===== src/rtl/if_pkg.sv =====
// Shared pipeline definitions for the instruction fetch stage.
// Holds the reset/NOP constants, the PC step and the fetch FSM states.
package if_pkg;

  localparam logic [31:0] RESET_PC = 32'h0000_0000;
  localparam logic [31:0] NOP_INST = 32'h0000_0000;
  localparam logic [31:0] PC_INC   = 32'd4;

  typedef enum logic {
    ST_RUN   = 1'b0,
    ST_DRAIN = 1'b1
  } fetch_state_e;

  // Sequential successor of a word address; the carry out of bit 31 is dropped.
  function automatic logic [31:0] next_pc(input logic [31:0] addr);
    return addr + PC_INC;
  endfunction

endpackage


===== src/rtl/if_skid_buf.sv =====
// One-entry instruction buffer sitting in front of the IF/ID register.
// Clear beats load, and load beats drain, so a same-edge drain and load keeps the new entry.
module if_skid_buf (
  input  logic        clk,
  input  logic        rst,
  input  logic        i_load,
  input  logic        i_drain,
  input  logic        i_clear,
  input  logic [31:0] i_inst,
  input  logic [31:0] i_pc,
  output logic [31:0] o_inst,
  output logic [31:0] o_pc,
  output logic        o_valid
);

  logic [31:0] r_inst;
  logic [31:0] r_pc;
  logic        r_valid;

  always_ff @(posedge clk or posedge rst) begin
    if (rst) begin
      r_inst  <= 32'h0;
      r_pc    <= 32'h0;
      r_valid <= 1'b0;
    end else begin
      if (i_clear) begin
        r_valid <= 1'b0;
      end else if (i_load) begin
        r_inst  <= i_inst;
        r_pc    <= i_pc;
        r_valid <= 1'b1;
      end else if (i_drain) begin
        r_valid <= 1'b0;
      end
    end
  end

  assign o_inst  = r_inst;
  assign o_pc    = r_pc;
  assign o_valid = r_valid;

endmodule


===== src/rtl/if_fetch_unit.sv =====
// Instruction fetch unit: PC sequencing, request/response handshake with
// instruction memory, branch redirect, and a DRAIN state that swallows a stale in-flight fetch.
module if_fetch_unit #(
  parameter logic [31:0] RESET_PC = if_pkg::RESET_PC,
  parameter logic [31:0] NOP_INST = if_pkg::NOP_INST
) (
  input  logic        clk,
  input  logic        rst,
  input  logic        freeze,
  input  logic        branch_taken,
  input  logic [31:0] branch_addr,
  output logic        imem_req,
  output logic [31:0] imem_addr,
  input  logic        imem_ready,
  input  logic [31:0] imem_rdata,
  output logic [31:0] pc_out,
  output logic [31:0] inst_out,
  output logic        inst_valid
);

  import if_pkg::*;

  fetch_state_e r_state;
  fetch_state_e w_state_next;
  logic [31:0]  r_pc;
  logic [31:0]  r_req_addr;
  logic         r_pend;

  logic         w_req;
  logic [31:0]  w_addr;
  logic         w_xfer;
  logic         w_load;
  logic         w_clear;
  logic [31:0]  w_buf_inst;
  logic [31:0]  w_buf_pc;
  logic         w_buf_valid;

  // A pending address is held on the bus until it completes, even if the request drops.
  always_comb begin
    w_req  = 1'b1;
    w_addr = r_req_addr;
    case (r_state)
      ST_RUN: begin
        w_req  = !w_buf_valid || !freeze;
        w_addr = r_pend ? r_req_addr : r_pc;
      end
      ST_DRAIN: begin
        w_req  = 1'b1;
        w_addr = r_req_addr;
      end
      default: begin
        w_req  = 1'b1;
        w_addr = r_req_addr;
      end
    endcase
  end

  assign w_xfer = w_req && imem_ready;

  // A redirect with a fetch still outstanding (old or just issued) must wait for it to retire.
  always_comb begin
    w_state_next = r_state;
    case (r_state)
      ST_RUN: begin
        if (branch_taken && !w_xfer && (r_pend || w_req))
          w_state_next = ST_DRAIN;
      end
      ST_DRAIN: begin
        if (!branch_taken && w_xfer)
          w_state_next = ST_RUN;
      end
      default: w_state_next = ST_RUN;
    endcase
  end

  assign w_load  = (r_state == ST_RUN) && w_xfer && !branch_taken;
  assign w_clear = branch_taken || (r_state == ST_DRAIN);

  always_ff @(posedge clk or posedge rst) begin
    if (rst) begin
      r_state    <= ST_RUN;
      r_pc       <= RESET_PC;
      r_req_addr <= 32'h0;
      r_pend     <= 1'b0;
    end else begin
      r_state <= w_state_next;
      if (w_xfer) begin
        r_pend <= 1'b0;
      end else if (w_req && !imem_ready) begin
        r_pend     <= 1'b1;
        r_req_addr <= w_addr;
      end
      if (branch_taken)
        r_pc <= branch_addr;
      else if (w_load)
        r_pc <= next_pc(w_addr);
    end
  end

  if_skid_buf u_skid_buf (
    .clk     (clk),
    .rst     (rst),
    .i_load  (w_load),
    .i_drain (!freeze),
    .i_clear (w_clear),
    .i_inst  (imem_rdata),
    .i_pc    (w_addr),
    .o_inst  (w_buf_inst),
    .o_pc    (w_buf_pc),
    .o_valid (w_buf_valid)
  );

  assign imem_req   = w_req;
  assign imem_addr  = w_addr;
  assign pc_out     = next_pc(w_buf_pc);
  assign inst_out   = w_buf_valid ? w_buf_inst : NOP_INST;
  assign inst_valid = w_buf_valid;

endmodule


===== config.mk =====
export PLATFORM = sky130hd
export DESIGN_NAME = if_fetch_unit
export DESIGN_NICKNAME = d
export VERILOG_FILES = /design/src/rtl/if_pkg.sv /design/src/rtl/if_skid_buf.sv /design/src/rtl/if_fetch_unit.sv
export SDC_FILE = /design/constraint.sdc
export NUM_CORES = 1
export LEC_CHECK = 0
export ABC_AREA = 1
export BUFFER_PORTS_ARGS = -buffer_cell sky130_fd_sc_hd__clkbuf_2
export CAP_MARGIN = 20
export CORE_UTILIZATION = 45
export CTS_BUF_LIST = sky130_fd_sc_hd__clkbuf_16
export CTS_CLUSTER_SIZE = 10
export DETAILED_ROUTE_END_ITERATION = 8
export PLACE_DENSITY = 0.68
export SYNTH_ARGS = -nofsm -noshare
export SYNTH_HDL_FRONTEND = slang
export SYNTH_SLANG_ARGS = --single-unit

===== constraint.sdc =====
create_clock -name clk -period 11.65 [get_ports clk]
set_input_delay 2.33 -clock clk [delete_from_list [all_inputs] [get_ports clk]]
set_output_delay 2.33 -clock clk [all_outputs]
set_load 0.005 [all_outputs]

==> results of run 1 <==
[final cells by class]
| cell class | count | area, um2 | share of cell area [%] |
|---|---|---|---|
| timing repair buffer | 173 | 891 | 9.84 |
| inverter | 145 | 548 | 6.05 |
| multi-input combinational | 699 | 3470 | 38.3 |
| clock buffer | 17 | 425 | 4.70 |
| clock inverter | 14 | 170 | 1.88 |
| sequential | 131 | 3280 | 36.2 |
| tap | 216 | 270 | 2.99 |
[cell usage after synthesis (3+ instances only)]
cell type  count
nor3_2         4
o21ai_2       15
o21ai_4        4
nor3_1        10
clkbuf_1      21
nor2_1        64
buf_2         14
o21ai_1        3
dfrtp_1      131
nand2_2       25
nand2_1      343
o2111ai_1      3
nand3_1       45
o21ai_0       68
buf_6          5
a21oi_1       15
nand2_4        5
inv_2          7
nor2_4         8
nor4_1         3
inv_1        137
o21bai_1       3
o22ai_1        4
nor2_2        11
o21a_1         4
xor2_1        27
nand4_1       19
nand3b_1       3
[placed cells by master, fill, tap and decap left out, types with 2 or more instances in the layout]
| master | instances |
|---|---|
| clkinv_1 | 3 |
| nor2_1 | 62 |
| o21ai_0 | 68 |
| inv_2 | 7 |
| ha_1 | 2 |
| o22ai_1 | 4 |
| buf_4 | 6 |
| o21a_1 | 4 |
| a31oi_1 | 2 |
| clkbuf_2 | 166 |
| clkinvlp_4 | 2 |
| nand2_4 | 5 |
| clkbuf_16 | 17 |
| nand3_2 | 2 |
| inv_1 | 137 |
| o21bai_1 | 3 |
| o2111ai_1 | 3 |
| nand3b_1 | 3 |
| dfrtp_1 | 131 |
| nand3_1 | 45 |
| bufinv_16 | 4 |
| o211ai_1 | 2 |
| o21ai_1 | 3 |
| nor3_1 | 10 |
| o21ai_2 | 15 |
| xor2_1 | 27 |
| clkinv_2 | 5 |
| o21ai_4 | 4 |
| nor2_4 | 9 |
| nor4_1 | 3 |
| nand4_1 | 19 |
| nand2_2 | 25 |
| a21oi_1 | 15 |
| nor2_2 | 12 |
| nor3_2 | 4 |
| nand2_1 | 343 |
[worst max path at each step]
stage / end / startpoint / cells after the start
after floorplan: r_pc[0]$_DFFE_PP0P_ / rst / 1
after global placement: imem_req / freeze / 5
after detailed placement: imem_req / freeze / 5
after CTS: imem_req / freeze / 5
after global routing: imem_req / freeze / 5
final: imem_req / freeze / 5
[report_power, final]
part | switching, mW | internal (mW)
Combinational | 0.273 | 0.157
Sequential | 0.0663 | 0.558
Clock | 0.198 | 0.351
Total | 0.537 | 1.07
[metal layers]
layer	track usage (%)	part of all wire, %	vias up
li1	-	-	3472
met4	9.56	2.2	0
met3	3.90	6.0	31
met2	39.4	46	268
met1	33.5	45	3187
met5	0	0	-
[worst reg2reg max path, cell delays in order, from the launching register on]
cell and delay [ns]:
dfrtp_1 0.72, buf_8 0.24, nand2_1 0.07, nor2_1 0.23
nor2_1 0.09, nand2_1 0.18, nand2_1 0.43, inv_1 0.77
nand2_1 0.10, nand2_1 0.09, a31oi_1 0.04, o31ai_1 0.10
[sequential cells by signal, summed over array words and instances, names as in the netlist]
| name | count |
|---|---|
| r_pc | 32 |
| r_pend | 1 |
| r_req_addr | 32 |
| r_state | 1 |
| u_skid_buf.o_inst | 32 |
| u_skid_buf.o_pc | 32 |
| u_skid_buf.o_valid | 1 |
[cell families (layout without fill, tap and decap cells)]
logic type               after synthesis  after routing  share of synthesized area, %
buffers and inverters                189            349                          10.6
AND/OR/NAND/NOR                      542            542                          31.8
AO/OA/AOI/OAI                        127            127                          10.5
adder cells (fa/ha/maj)                2              2                         0.332
XOR/XNOR                              28             28                          3.26
flip-flops                           131            131                          43.5
==> impl_metrics.json, run 1 <==
{
  "status": "completed",
  "h-tree-depth": 4,
  "wl_per_cell_um": 14.7,
  "synth_nets": 1090,
  "yosysTopAreaCell": "dfrtp_1",
  "grt_pass1_vias": 6480,
  "grt_first_pass_wirelength_um": 33600,
  "cts-root-buf": "clkbuf_16",
  "path_cells": "clkbuf_2 > nand2_1 > nor2_1 > inv_1 > clkbuf_2",
  "final_cells": 1395,
  "synth_edf_count": 0,
  "ys_seq_elements": 131,
  "cts_resized": 0,
  "start_util_pct": 46.7,
  "synth-main-ff-cell": "dfrtp_1",
  "crit_arrival_ns": 2.89,
  "path_class": "input port to output pin",
  "fin_ws_ns": 6.43,
  "gp_congestion": 0.917,
  "cp_num_buf_inv": 3,
  "cp_common_cell": "clkbuf_2",
  "crit_path_top_delay_cell": "nor2_1",
  "hp-class": "flop to flop",
  "cts.sinks": 131,
  "grt_util_all_layers_pct": 24.6,
  "drive_gt1_share_pct": 24.2,
  "clockBufferDepth": 2,
  "syn_to_final_growth_pct": 20.2,
  "grt_start_max_net_pins": 75,
  "worstSetupStartpointType": "input port",
  "finClkSkew_ns": 0.00758,
  "syn-instance-count": 1019,
  "antenna_cells": 0,
  "post_drt_via_cell_ratio": 4.99,
  "cp-end-kind": "output pin",
  "finalSetupTns_ns": 0,
  "reg2reg_depth": 11,
  "portBuffers": 166,
  "cts_buffers": 17,
  "cts_setup_buffers": 0,
  "min_period_over_period_pct": 44.8,
  "synth_area_leaders": "dfrtp_1 44%, nand2_1 17%, inv_1 6.8%",
  "slew_violations": 0,
  "drt-initial-drc-count": 460,
  "cts_tree": "yes",
  "core_area_um2": 16100,
  "grt_overflow": 0,
  "period_minus_slack_ns": 5.22,
  "fp.dieH_um": 131,
  "synth.yosys.seq_area_share_pct": 43.5,
  "insertion_delay_ns": 0.42,
  "p_leak_nw": 4.76,
  "antenna_found_initial": 0,
  "antenna_left": 0,
  "hold_viol": 0,
  "final_cell_area_um2": 9050,
  "maxCapViolations": 0,
  "dp_cells": 1363,
  "cts-hold-fix-buffers": 0,
  "synth_cell_types": 40,
  "ios": 167,
  "p_per_area_nw_per_um2": 177,
  "postPlaceCellArea_um2": 8440,
  "drt_wl_total_um": 20500,
  "worst_path_largest_cell_delay_ns": 0.23,
  "synth-warning-count": 0,
  "avgSynthCellArea_um2": 7.39,
  "num-nets-final": 1238,
  "r2r-end": "r_pc[11]$_DFFE_PP0P_",
  "cp_top_family": "buffers and inverters",
  "fin_util_pct": 56.2,
  "r2r_start": "u_skid_buf.o_valid$_DFFE_PP0P_",
  "fp.dieW_um": 131,
  "setup_viol": 0,
  "fmax_mhz": 191,
  "cp_max_fo": 4,
  "ir_worst_vdd_mv": 0.105,
  "dieArea_um2": 17300,
  "hold_start": "u_skid_buf.o_inst[7]$_DFFE_PP0P_",
  "slew_headroom_pct": 41.4,
  "pre_cts_ws_ns": 6.39,
  "vias": 6958,
  "worst-slew-pin-transition_ns": 0.879,
  "required_ns": 9.32,
  "drc": 0,
  "clk_pin_slew_ns": 0.06,
  "totalPowerFinal_mw": 1.60,
  "syn_area_um2": 7530,
  "hold_depth": 2,
  "hold_ws_ns": 0.468,
  "min_to": "u_skid_buf.o_inst[7]$_DFFE_PP0P_",
  "dp_hpwl_um": 14600,
  "firstDrtPassIters": 5,
  "async_flop_share_pct": 100,
  "synth_top_area_share_pct": 43.5,
  "placementRows": 46,
  "grt_setup_unrepaired": "false",
  "ff2ff_setup_slack_ns": 8.50,
  "fillers": 1570
}
Note: power is estimated with default switching activity, not from simulation.
==> inputs of run 2 (changes only) <==
clock period = 5 ns   (was 11.65 ns; I/O delays follow)
==> impl_metrics.json, run 2 (synthesis gave the netlist of run 1 again) <==
{
  "insertion_delay_ns": 0.42,
  "cp_num_buf_inv": 2,
  "fp.dieW_um": 131,
  "wl_per_cell_um": 14.8,
  "antenna_cells": 0,
  "critical_path_cell_count": 10,
  "cts_buffers": 17,
  "period_minus_slack_ns": 3.50,
  "clk_pin_slew_ns": 0.05,
  "portBuffers": 166,
  "clockBufferDepth": 2,
  "slew_violations": 0,
  "path_class": "flop to output pin",
  "grt_setup_unrepaired": "false",
  "start_util_pct": 46.7,
  "min_period_over_period_pct": 70.0,
  "grt_pass1_vias": 6592,
  "antenna_left": 0,
  "cp_common_cell": "nand3_1",
  "hold_viol": 0,
  "placementRows": 46,
  "syn_to_final_growth_pct": 19.7,
  "hp-class": "flop to flop",
  "fmax_mhz": 286,
  "final_common_cell": "nand2_1",
  "ios": 167,
  "cp_top_family": "simple AND/OR/NAND/NOR gates",
  "r2r-end": "r_pc[20]$_DFFE_PP0P_",
  "worst-slew-pin-transition_ns": 0.915,
  "drt_wl_total_um": 20600,
  "antenna_found_initial": 0,
  "crit_path_top_delay_cell": "dfrtp_1",
  "core_area_um2": 16100,
  "cp-end-kind": "output pin",
  "ir_worst_vdd_mv": 0.258,
  "drt-initial-drc-count": 537,
  "num-nets-final": 1239,
  "cts_setup_buffers": 0,
  "grt_start_max_net_pins": 75,
  "h-tree-depth": 4,
  "dieArea_um2": 17300,
  "worstSetupStartpointType": "flop",
  "layout_common_cells": "343 x nand2_1, 166 x clkbuf_2, 137 x inv_1",
  "cts-root-buf": "clkbuf_16",
  "finalSetupTns_ns": 0,
  "cts_tree": "yes",
  "path_cells": "ha_1 > nand3_1 > nor3_2 > nand3_1 > inv_1 > nand3b_1 > nor2_1 > nand2_1 > xor2_1 > clkbuf_2",
  "crit_arrival_ns": 2.50,
  "hold_ws_ns": 0.465,
  "finClkSkew_ns": 0.00485,
  "post_drt_via_cell_ratio": 4.97,
  "p_leak_nw": 4.74,
  "reg2reg_depth": 14,
  "ff2ff_setup_slack_ns": 1.97,
  "cp_max_fo": 4,
  "grt_first_pass_wirelength_um": 33300,
  "hold_start": "u_skid_buf.o_inst[16]$_DFFE_PP0P_",
  "p_per_area_nw_per_um2": 403,
  "grt_overflow": 0,
  "cts-hold-fix-buffers": 0,
  "cp-startpoint": "u_skid_buf.o_pc[2]$_DFFE_PP0P_",
  "setup_viol": 0,
  "worst_path_largest_cell_delay_ns": 0.38,
  "drc": 0,
  "fp.dieH_um": 131,
  "required_ns": 4.00,
  "vias": 6942,
  "firstDrtPassIters": 5,
  "drive_gt1_share_pct": 24.2,
  "min_to": "u_skid_buf.o_inst[16]$_DFFE_PP0P_",
  "grt_util_all_layers_pct": 24.6,
  "cts_resized": 0,
  "status": "completed",
  "fillers": 1588,
  "slew_headroom_pct": 39.0,
  "cts.sinks": 131,
  "r2r_start": "r_state$_DFF_PP0_",
  "maxCapViolations": 0,
  "hold_depth": 2,
  "gp_congestion": 0.923,
  "dp_hpwl_um": 14800
}
-- run 2: cell types whose count changed in the layout (fill, tap and decap cells not counted) --
cell	previous run	this run
buf_4	6	7
buf_12	0	1
clkinvlp_4	2	3
clkinv_2	5	6
buf_8	1	0
bufinv_16	4	2
-- run 2: worst max path at each step --
| stage | slack [ns] | endpoint |
|---|---|---|
| 3_5_place_dp | 1.77 | r_pc[11]$_DFFE_PP0P_ |
| 6_report | 1.50 | pc_out[28] |
| 2_1_floorplan | 0.50 | r_pc[0]$_DFFE_PP0P_ |
| 5_1_grt | 1.27 | pc_out[31] |
| 4_1_cts | 1.49 | pc_out[28] |
| 3_3_place_gp | 1.84 | r_pc[11]$_DFFE_PP0P_ |
-- run 2: layout make-up --
cell class | count | area (um2) | area share, %
multi-input combinational | 699 | 3470 | 38.5
sequential | 131 | 3280 | 36.4
timing repair buffer | 174 | 903 | 10.0
inverter | 145 | 548 | 6.08
clock buffer | 17 | 425 | 4.72
tap | 216 | 270 | 3.00
clock inverter | 14 | 123 | 1.36
-- run 2: worst min-delay path: cells and delay by family (launching register included) --
| family | cells | cell delay (ns) |
|---|---|---|
| DFF | 1 | 0.34 |
| and+or+nand+nor | 2 | 0.10 |
-- run 2: where the power goes --
part / internal (mW) / switching (mW) / total, mW
Combinational: 0.368 / 0.644 / 1.01
Clock: 0.716 / 0.451 / 1.17
Sequential: 1.30 / 0.153 / 1.45
-- run 2: per-stage QoR --
stage               setup WS [ns]  total power [mW]  util (%)  std cells  instance area [um2]
floorplan                   0.502              2.10         -       1019                 7530
global placement             1.84              2.46      52.5       1365                 8470
detailed placement           1.77              2.48      52.5       1365                 8470
CTS                          1.49              3.66      55.9       1396                 9020
global route                 1.27              3.85      55.9       1396                 9020
finish                       1.50              3.63      55.9       1396                 9020
-- run 2: layer usage --
metal | part of all wire (%) | GRT usage (%)
met1 | 44 | 32.0
met5 | 0 | 0
met3 | 5.6 | 4.51
met2 | 48 | 40.6
met4 | 2.5 | 9.43
==> inputs of run 3 (changes only) <==
clock period = 3.35 ns   (was 5 ns; I/O delays follow)
==> impl_metrics.json, run 3 (synthesis gave the netlist of run 1 again) <==
{
  "status": "completed",
  "postPlaceCellArea_um2": 8520,
  "grt_overflow": 0,
  "grt_util_all_layers_pct": 25.5,
  "reg2reg_depth": 11,
  "ir_worst_vdd_mv": 0.437,
  "hold_viol": 0,
  "insertion_delay_ns": 0.42,
  "setup_viol": 0,
  "grt_first_pass_wirelength_um": 34600,
  "ff2ff_setup_slack_ns": 0.93,
  "cts.sinks": 131,
  "cp_max_fo": 4,
  "clockBufferDepth": 2,
  "core_area_um2": 16100,
  "dp_hpwl_um": 15000,
  "crit_arrival_ns": 2.44,
  "gr-usage-met1_pct": 33.8,
  "finClkSkew_ns": 0.00627,
  "h-tree-depth": 4,
  "grt_use_met3_pct": 5.02,
  "start_util_pct": 46.7,
  "drc": 0,
  "finalSetupTns_ns": 0,
  "antenna_found_initial": 0,
  "vias": 6971,
  "p_per_area_nw_per_um2": 604,
  "cts_buffers": 17,
  "clk_pin_slew_ns": 0.06,
  "drt-initial-drc-count": 506,
  "gp_congestion": 0.877,
  "wl_per_cell_um": 14.9,
  "p_leak_nw": 4.77,
  "cts-hold-fix-buffers": 0,
  "path_class": "flop to output pin",
  "portBuffers": 166,
  "grt_setup_unrepaired": "false",
  "worstSetupStartpointType": "flop",
  "fp.dieH_um": 131,
  "placementRows": 46,
  "maxCapViolations": 0,
  "syn_to_final_growth_pct": 20.8,
  "drive_gt1_share_pct": 25.0,
  "antenna_cells": 0,
  "dieArea_um2": 17300,
  "antenna_left": 0,
  "grt_start_max_net_pins": 75,
  "hp-class": "input port to asynchronous set/reset pin",
  "num-nets-final": 1244,
  "fp.dieW_um": 131,
  "drt_wl_total_um": 20900,
  "grt-busiest-layer": "met2",
  "worst-slew-pin-transition_ns": 0.803,
  "final_cell_area_um2": 9100,
  "min_period_over_period_pct": 92.8,
  "cp-end-kind": "output pin",
  "slew_violations": 0,
  "required_ns": 2.68,
  "grt_util_met2_pct": 41.6,
  "post_drt_via_cell_ratio": 4.98,
  "fmax_mhz": 322,
  "layout_common_cells": "343 x nand2_1, 166 x clkbuf_2, 136 x inv_1",
  "slew_headroom_pct": 46.4,
  "period_minus_slack_ns": 3.11,
  "ios": 167,
  "cts_tree": "yes",
  "r2r_start": "r_state$_DFF_PP0_",
  "grt_pass1_vias": 6717,
  "firstDrtPassIters": 5,
  "cts-root-buf": "clkbuf_16",
  "r2r-end": "r_pc[21]$_DFFE_PP0P_",
  "final_common_cell": "nand2_1"
}
run 3: power breakdown:
group | total [mW] | internal [mW] | leakage, nW | switching [mW]
Clock | 1.80 | 1.08 | 0.268 | 0.719
Sequential | 2.17 | 1.94 | 1.62 | 0.230
Combinational | 1.52 | 0.555 | 2.88 | 0.966
Total | 5.49 | 3.58 | 4.77 | 1.91
run 3: timing repair:
item | in CTS | in global routing
gates resized for setup | 0 | 3
endpoints found under the setup margin | 0 | 4
buffers inserted | 0 | 0
run 3: worst max-delay path by stage:
stage                     depth (start not counted)         end                           start
after floorplan                                   9  pc_out[26]  u_skid_buf.o_pc[2]$_DFFE_PP0P_
after global placement                           10  pc_out[26]  u_skid_buf.o_pc[2]$_DFFE_PP0P_
after detailed placement                         10  pc_out[26]  u_skid_buf.o_pc[3]$_DFFE_PP0P_
after CTS                                        10  pc_out[26]  u_skid_buf.o_pc[3]$_DFFE_PP0P_
after global routing                             10  pc_out[28]  u_skid_buf.o_pc[3]$_DFFE_PP0P_
final                                            10  pc_out[26]  u_skid_buf.o_pc[3]$_DFFE_PP0P_
run 3: routing by layer:
metal	routed length, um	up-vias
met2	9880	249
met3	1260	31
met1	9300	3207
li1	-	3484
met5	0	-
met4	460	0
run 3: stage by stage:
step	instances	util [%]	power, mW	hold slack [ns]	worst slack [ns]
final	1401	56.4	5.49	0.315	0.242
after global routing	1401	56.4	5.84	0.373	0.0205
after CTS	1401	56.4	5.53	0.329	0.114
after detailed placement	1370	52.9	3.71	0.459	0.647
after global placement	1370	52.9	3.68	0.453	0.727
after floorplan	1019	-	3.14	0.442	1.02
run 3: area by class of cell:
| cell class | count | area, um2 |
|---|---|---|
| Clock inverter | 14 | 140 |
| Multi-Input combinational cell | 699 | 3480 |
| Sequential cell | 131 | 3280 |
| Tap cell | 216 | 270 |
| Timing Repair Buffer | 179 | 953 |
| Inverter | 145 | 549 |
| Fill cell | 1583 | 7020 |
| Clock buffer | 17 | 425 |
run 3: worst max-delay path: stages, from the launching register on:
cell and delay [ns]:
dfrtp_1 0.38, ha_1 0.19, nand3_1 0.17, nor3_4 0.24
nand3_1 0.18, inv_1 0.13, nand3b_1 0.15, nor2_2 0.19
nand3_1 0.11, xor2_1 0.14, clkbuf_2 0.13
